==> src/rtl/pipe_pkg.sv <==
// pipe_pkg: shared constants for the pipeline stage registers.
//   - pipe_state_e : occupancy encoding of a stage register (2'b11 is illegal)
//   - NOP_ISA      : ISA no-op word used to fill empty/flushed stages
//   - *_DATA_W     : packed payload widths per stage boundary
package pipe_pkg;

  typedef enum logic [1:0] {
    ST_EMPTY = 2'b00,
    ST_ONE   = 2'b01,
    ST_TWO   = 2'b10
  } pipe_state_e;

  localparam logic [15:0] NOP_ISA = 16'h0800;

  // IF/ID: pc, instr
  localparam int unsigned FD_DATA_W = 16 + 16;
  // ID/EX: pc, rs1 value, rs2 value, imm, ctrl
  localparam int unsigned DX_DATA_W = 16 + 16 + 16 + 16 + 8;
  // EX/MEM: alu result, store data, rd, ctrl
  localparam int unsigned XM_DATA_W = 16 + 16 + 5 + 8;
  // MEM/WB: pc, result, wb_en, load data, mem_en, rd value, addr
  localparam int unsigned MW_DATA_W = 16 + 16 + 1 + 16 + 1 + 16 + 16;

  // True for the two encodings that hold a valid head entry.
  function automatic logic state_has_head(input pipe_state_e st);
    return (st == ST_ONE) || (st == ST_TWO);
  endfunction

endpackage

==> src/rtl/dff.sv <==
// dff: plain W-bit D flip-flop cell without reset; any reset or clear
// behaviour is folded into the next-value mux in front of it.
//   clk : rising-edge clock
//   d   : next value
//   q   : registered value
module dff #(
  parameter int unsigned W = 1
) (
  input  logic         clk,
  input  logic [W-1:0] d,
  output logic [W-1:0] q
);

  // Storage element.
  always_ff @(posedge clk) begin
    q <= d;
  end

endmodule

==> src/rtl/pipe_stage_reg_sat_counter.sv <==
// sat_counter: W-bit up counter that sticks at all-ones.
//   clk   : rising-edge clock
//   rst   : synchronous active-low reset (clears count)
//   inc   : add one this cycle unless saturated
//   clr   : synchronous clear, wins over inc
//   count : registered count
module sat_counter #(
  parameter int unsigned W = 16
) (
  input  logic         clk,
  input  logic         rst,
  input  logic         inc,
  input  logic         clr,
  output logic [W-1:0] count
);

  logic [W-1:0] count_q;
  logic [W-1:0] count_d;

  // Next count: reset, then clear, then saturating increment.
  always_comb begin
    count_d = count_q;
    if (!rst) begin
      count_d = {W{1'b0}};
    end else if (clr) begin
      count_d = {W{1'b0}};
    end else if (inc && (count_q != {W{1'b1}})) begin
      count_d = count_q + W'(1);
    end else begin
      count_d = count_q;
    end
  end

  // Count register.
  always_ff @(posedge clk) begin
    count_q <= count_d;
  end

  assign count = count_q;

endmodule

==> src/rtl/pipe_stage_reg.sv <==
// pipe_stage_reg: elastic pipeline stage register with valid/ready handshake,
// synchronous flush, optional two-entry skid buffer and a stall counter.
//   clk       : rising-edge clock
//   rst       : synchronous active-low reset
//   flush     : squash all held entries (and the same-cycle accept)
//   in_valid  / in_ready  / in_data  : upstream handshake and payload
//   out_valid / out_ready / out_data : downstream handshake and head payload
//   cnt_clr   : synchronous clear of stall_cnt
//   stall_cnt : saturating count of cycles with out_valid && !out_ready
module pipe_stage_reg
  import pipe_pkg::*;
#(
  parameter int unsigned DATA_W    = 16,
  parameter logic [255:0] NOP_VALUE = 256'(NOP_ISA),
  parameter bit          SKID_EN   = 1'b1,
  parameter int unsigned CNT_W     = 16
) (
  input  logic              clk,
  input  logic              rst,
  input  logic              flush,
  input  logic              in_valid,
  output logic              in_ready,
  input  logic [DATA_W-1:0] in_data,
  output logic              out_valid,
  input  logic              out_ready,
  output logic [DATA_W-1:0] out_data,
  input  logic              cnt_clr,
  output logic [CNT_W-1:0]  stall_cnt
);

  localparam logic [DATA_W-1:0] NOP_D = NOP_VALUE[DATA_W-1:0];

  pipe_state_e       state_q;
  pipe_state_e       state_d;
  logic [DATA_W-1:0] head_q;
  logic [DATA_W-1:0] head_d;
  logic [DATA_W-1:0] skid_q;
  logic [DATA_W-1:0] skid_d;
  logic              accept_s;
  logic              drain_s;

  assign out_valid = state_has_head(state_q);
  assign out_data  = head_q;

  // With the skid buffer in_ready is a pure decode of registered state, so
  // out_ready never reaches upstream combinationally; without it the single
  // entry can only be refilled in the cycle it drains.
  generate
    if (SKID_EN) begin : g_rdy_skid
      assign in_ready = (state_q == ST_EMPTY) || (state_q == ST_ONE);
    end else begin : g_rdy_single
      assign in_ready = !out_valid || out_ready;
    end
  endgenerate

  assign accept_s = in_valid && in_ready;
  assign drain_s  = out_valid && out_ready;

  // Occupancy and entry next-value mux: reset, then flush, then handshake.
  always_comb begin
    state_d = state_q;
    head_d  = head_q;
    skid_d  = skid_q;
    if (!rst || flush) begin
      state_d = ST_EMPTY;
      head_d  = NOP_D;
      skid_d  = NOP_D;
    end else begin
      case (state_q)
        ST_EMPTY: begin
          if (accept_s) begin
            state_d = ST_ONE;
            head_d  = in_data;
          end else begin
            state_d = ST_EMPTY;
          end
        end
        ST_ONE: begin
          if (accept_s && drain_s) begin
            head_d = in_data;
          end else if (accept_s) begin
            // Only reachable with the skid buffer: park the new entry.
            state_d = ST_TWO;
            skid_d  = in_data;
          end else if (drain_s) begin
            state_d = ST_EMPTY;
            head_d  = NOP_D;
          end else begin
            state_d = ST_ONE;
          end
        end
        ST_TWO: begin
          if (drain_s) begin
            state_d = ST_ONE;
            head_d  = skid_q;
            skid_d  = NOP_D;
          end else begin
            state_d = ST_TWO;
          end
        end
        default: begin
          // Illegal encoding: drop everything and restart empty.
          state_d = ST_EMPTY;
          head_d  = NOP_D;
          skid_d  = NOP_D;
        end
      endcase
    end
  end

  // Occupancy state register.
  always_ff @(posedge clk) begin
    state_q <= state_d;
  end

  dff #(.W(DATA_W)) u_head (.clk(clk), .d(head_d), .q(head_q));
  dff #(.W(DATA_W)) u_skid (.clk(clk), .d(skid_d), .q(skid_q));

  sat_counter #(.W(CNT_W)) u_stall_cnt (
    .clk  (clk),
    .rst  (rst),
    .inc  (out_valid && !out_ready),
    .clr  (cnt_clr),
    .count(stall_cnt)
  );

endmodule

==> config.mk <==
export PLATFORM = sky130hd
export DESIGN_NAME = pipe_stage_reg
export DESIGN_NICKNAME = d
export VERILOG_FILES = /design/src/rtl/pipe_pkg.sv /design/src/rtl/dff.sv /design/src/rtl/pipe_stage_reg_sat_counter.sv /design/src/rtl/pipe_stage_reg.sv
export SDC_FILE = /design/constraint.sdc
export NUM_CORES = 1
export LEC_CHECK = 0
export BUFFER_PORTS_ARGS = -buffer_cell sky130_fd_sc_hd__buf_2
export CORE_MARGIN = 8
export CORE_UTILIZATION = 52
export CTS_BUF_LIST = sky130_fd_sc_hd__clkbuf_4
export CTS_CLUSTER_SIZE = 12
export DETAILED_ROUTE_END_ITERATION = 10
export GPL_ROUTABILITY_DRIVEN = 0
export GPL_TIMING_DRIVEN = 0
export PLACE_DENSITY = 0.78
export SLEW_MARGIN = 0
export SYNTH_ARGS = -nofsm -noshare
export SYNTH_HDL_FRONTEND = slang
export SYNTH_HIERARCHICAL = 1
export SYNTH_SLANG_ARGS = --single-unit
==> constraint.sdc <==
create_clock -name clk -period 2.42 [get_ports clk]
set_input_delay 0.242 -clock clk [delete_from_list [all_inputs] [get_ports clk]]
set_output_delay 0.242 -clock clk [all_outputs]
set_load 0.1 [all_outputs]
==> flow_metrics.py <==
metrics = {
    "routing": {
        "wl_um": 7920,
        "ant_nets": 0,
        "routed_via_density": 6.25,
        "drc": 0,
        "routedWlPerCell_um": 17.4,
        "detailedRoute.firstPassIterationCount": 5,
        "dr_total_vias": 2844,
        "drt_iter0_drc": 230,
    },
    "floorplanning": {
        "floorplan.initialDensity_pct": 53.2,
        "die-area_um2": 8250,
        "die_width_um": 90.8,
        "fp.dieH_um": 90.8,
        "floorplan.core_area_um2": 5470,
        "total_number_of_placement_rows": 27,
        "io_pins": 56,
    },
    "worst_setup_path": {
        "crit_path_max_incr_delay_ns": 0.52,
        "category_of_the_worst_setup_path_capture_point": "flip-flop",
        "critical_path_required_ns": 2.72,
        "crit_path_cell_chain": "inv_2, ha_4, buf_6, clkbuf_8, nor2b_4, and4_4, nand3_4, or4_1, a21oi_1",
        "startpoint_type": "flip-flop",
        "crit_path_max_delay_cell_type": "or4_1",
        "worstPathMaxFanout": 10,
        "critical_path_class": "reg -> reg",
        "critPathArrivalTime_ns": 2.63,
    },
    "global_route": {
        "globalRoute.totalOverflow": 0,
        "grt_max_degree": 16,
        "grt_use_total_pct": 18.3,
        "antenna_found_initial": 0,
        "grt_first_pass_wirelength_um": 12800,
        "grt_pass1_vias": 2543,
    },
    "yosys": {
        "synthesis.nets": 348,
        "count_of_yosys_warnings_during_synthesis": 6,
        "synth.cell_area_um2": 2910,
        "syn-instance-count": 321,
        "synth_area_per_cell_um2": 9.07,
        "yosys.cell_types.count": 62,
        "synth-edff-count": 0,
        "synth.ff_latch_count": 50,
        "dominantRegCellSynth": "dfxtp_1",
        "share_of_flip_flops_with_an_asynchronous_set_or_reset_pct": 0,
        "seq_area_frac_synth_pct": 34.4,
    },
    "placed_design": {
        "post-place-ws_ns": 0.128,
        "port_buffers": 55,
        "hpwl_um": 5670,
    },
    "finish": {
        "fillerInstances": 526,
        "final_net_count": 409,
        "fraction_of_final_layout_cells_sized_beyond_drive_strength_1_pct": 29.8,
        "n_antenna_cell": 0,
        "area_growth_from_synthesis_to_final_layout_pct": 15.8,
        "final_core_area_utilization_pct": 61.6,
    },
    "timing": {
        "timing_worst_slew_pin_value_ns": 0.701,
        "clock_skew_ns": 0.0145,
        "final.setup.tns_ns": 0,
        "rsz_0062_raised_after_global_routing": "true",
        "final_min_period_over_clock_period_pct": 96.3,
        "final.min_clock_period_ns": 2.33,
        "achievable_clock_frequency_mhz": 429,
        "timing.final.max_slew_violations": 0,
        "fin_hold_ws_ns": 0.0998,
        "final-hold-violation-count": 0,
        "setup_viol": 0,
        "max_slew_margin_pct": 53.2,
        "worst_slack_ns": 0.0906,
    },
    "pwr": {
        "max-vdd-ir-drop_uv": 375,
        "power_leakage_nw": 1.43,
        "power_per_unit_of_standard_cell_area_nw_per_um2": 451,
    },
    "clock_network": {
        "clock_insertion_delay_worst_skew_ns": 0.37,
        "tritoncts.num_buffers": 5,
        "cts.sinks": 50,
        "cts_tree": "yes",
        "maximum_clock_path_buffer_count": 2,
        "ctsHtreeMaxLevel": 2,
        "post_cts_hold_buffer_count": 0,
        "clk_pin_slew_worst_paths_ns": 0.15,
        "root_buffer": "clkbuf_4",
    },
    "run_status": {
        "outcome": "complete, no violations",
    },
    "job": {
        "max-cap-violations": 0,
    },
    "hold_path": {
        "hp-class": "in -> reg",
    },
}
## path summary, 6_finish.rpt
path	cells after the start	slack, ns	to	start
setup reg to reg	9	0.09	u_stall_cnt/count[13]	state_q[0]
hold reg to reg	1	0.51	u_skid/q[12]	u_skid/q[12]
hold / removal	2	0.1	u_skid/q[6]	in_data[6]
setup / recovery	9	0.09	u_stall_cnt/count[13]	state_q[0]
## state kept, by name, summed over array words and instances (netlist names)
signal	count
u_skid/q	16
state_q	2
u_stall_cnt/count	16
u_head/q	16
## layer usage
layer | vias up | global-route usage [%] | wire, um
met4 | 0 | 5.87 | 85
met3 | 10 | 4.24 | 494
li1 | 1374 | - | -
met1 | 1355 | 24.7 | 3650
met5 | - | 0 | 0
met2 | 105 | 27.8 | 3690
## final cells by class
cell class | count | area [um2] | share of cell area, %
timing repair buffer | 55 | 278 | 8.24
tap | 72 | 90.1 | 2.67
sequential | 50 | 1010 | 29.8
clock buffer | 5 | 37.5 | 1.11
clock inverter | 3 | 16.3 | 0.483
inverter | 6 | 22.5 | 0.668
buffer | 27 | 148 | 4.38
multi-input combinational | 237 | 1770 | 52.6
## kinds of logic (layout without fill, tap and decap cells)
kind of cell    count (synthesis)  count (layout)  synth area share, %
simple gates                  104             104                 23.1
fa+ha+maj                       5               5                 2.15
mux                            17              17                 6.45
buf+inv                        34              96                 5.46
flops                          50              50                 34.4
xor+xnor                        4               4                 1.20
compound gates                107             107                 27.2
## critical path, delay by kind of cell (launching register included)
family	cells	cell delay (ns)
DFF	1	0.39
buffers and inverters	3	0.35
and+or+nand+nor	4	1.12
AOI/OAI and AO/OA	1	0.13
adders and majority gates	1	0.28
## cells in the mapped netlist, drive strengths merged, types with 4 or more instances
cell type / instances / area (um2)
nand3: 8 / 52.6
ha: 5 / 62.6
and4: 17 / 151
a32o: 15 / 163
nor2: 11 / 41.3
and3: 14 / 87.6
a21oi: 7 / 35.0
mux2: 14 / 158
nand4: 8 / 80.1
inv: 6 / 22.5
and2: 4 / 25.0
o21ai: 32 / 160
dfxtp: 50 / 1000
nand2: 21 / 81.3
a21boi: 13 / 97.6
a31oi: 13 / 81.3
buf: 8 / 61.3
clkbuf: 20 / 75.1
## cell usage in the layout (no fill, tap or decap), types with 4 or more instances in the layout
master / n
buf_2: 58
dfxtp_1: 48
o21ai_0: 30
nand2_1: 20
clkbuf_1: 17
and4_1: 15
and3_1: 14
mux2_2: 14
a31oi_1: 13
nor2_1: 11
a32o_2: 10
nand3_1: 7
a21boi_0: 7
a21oi_1: 7
nand4_1: 6
a21boi_1: 6
a32o_1: 5
clkbuf_4: 5
and2_1: 4
buf_6: 4
inv_1: 4
ha_1: 4
## stage by stage
step / total power, W / instance area, um2 / std cells
final: 0.00152 / 3370 / 455
after global placement: 0.00115 / 3310 / 448
after CTS: 0.00153 / 3370 / 456
after global routing: 0.00159 / 3370 / 455
after floorplan: 0.00108 / 2950 / 321
after detailed placement: 0.00116 / 3310 / 448
## power breakdown
group          leakage (nW)  internal, W  switching, W
registers             0.406     0.000836    0.00000980
logic                 0.996    0.0000881      0.000210
clock network        0.0286     0.000109      0.000268
## timing repair
item / 4_1_cts / 5_1_grt
setup endpoints to repair: 1 / 2
hold endpoints to repair: 0 / 0
gates resized for setup: 2 / 1
buffers inserted: 0 / 0
pin swaps: 0 / 1
Power figures use the tool's default switching activity.
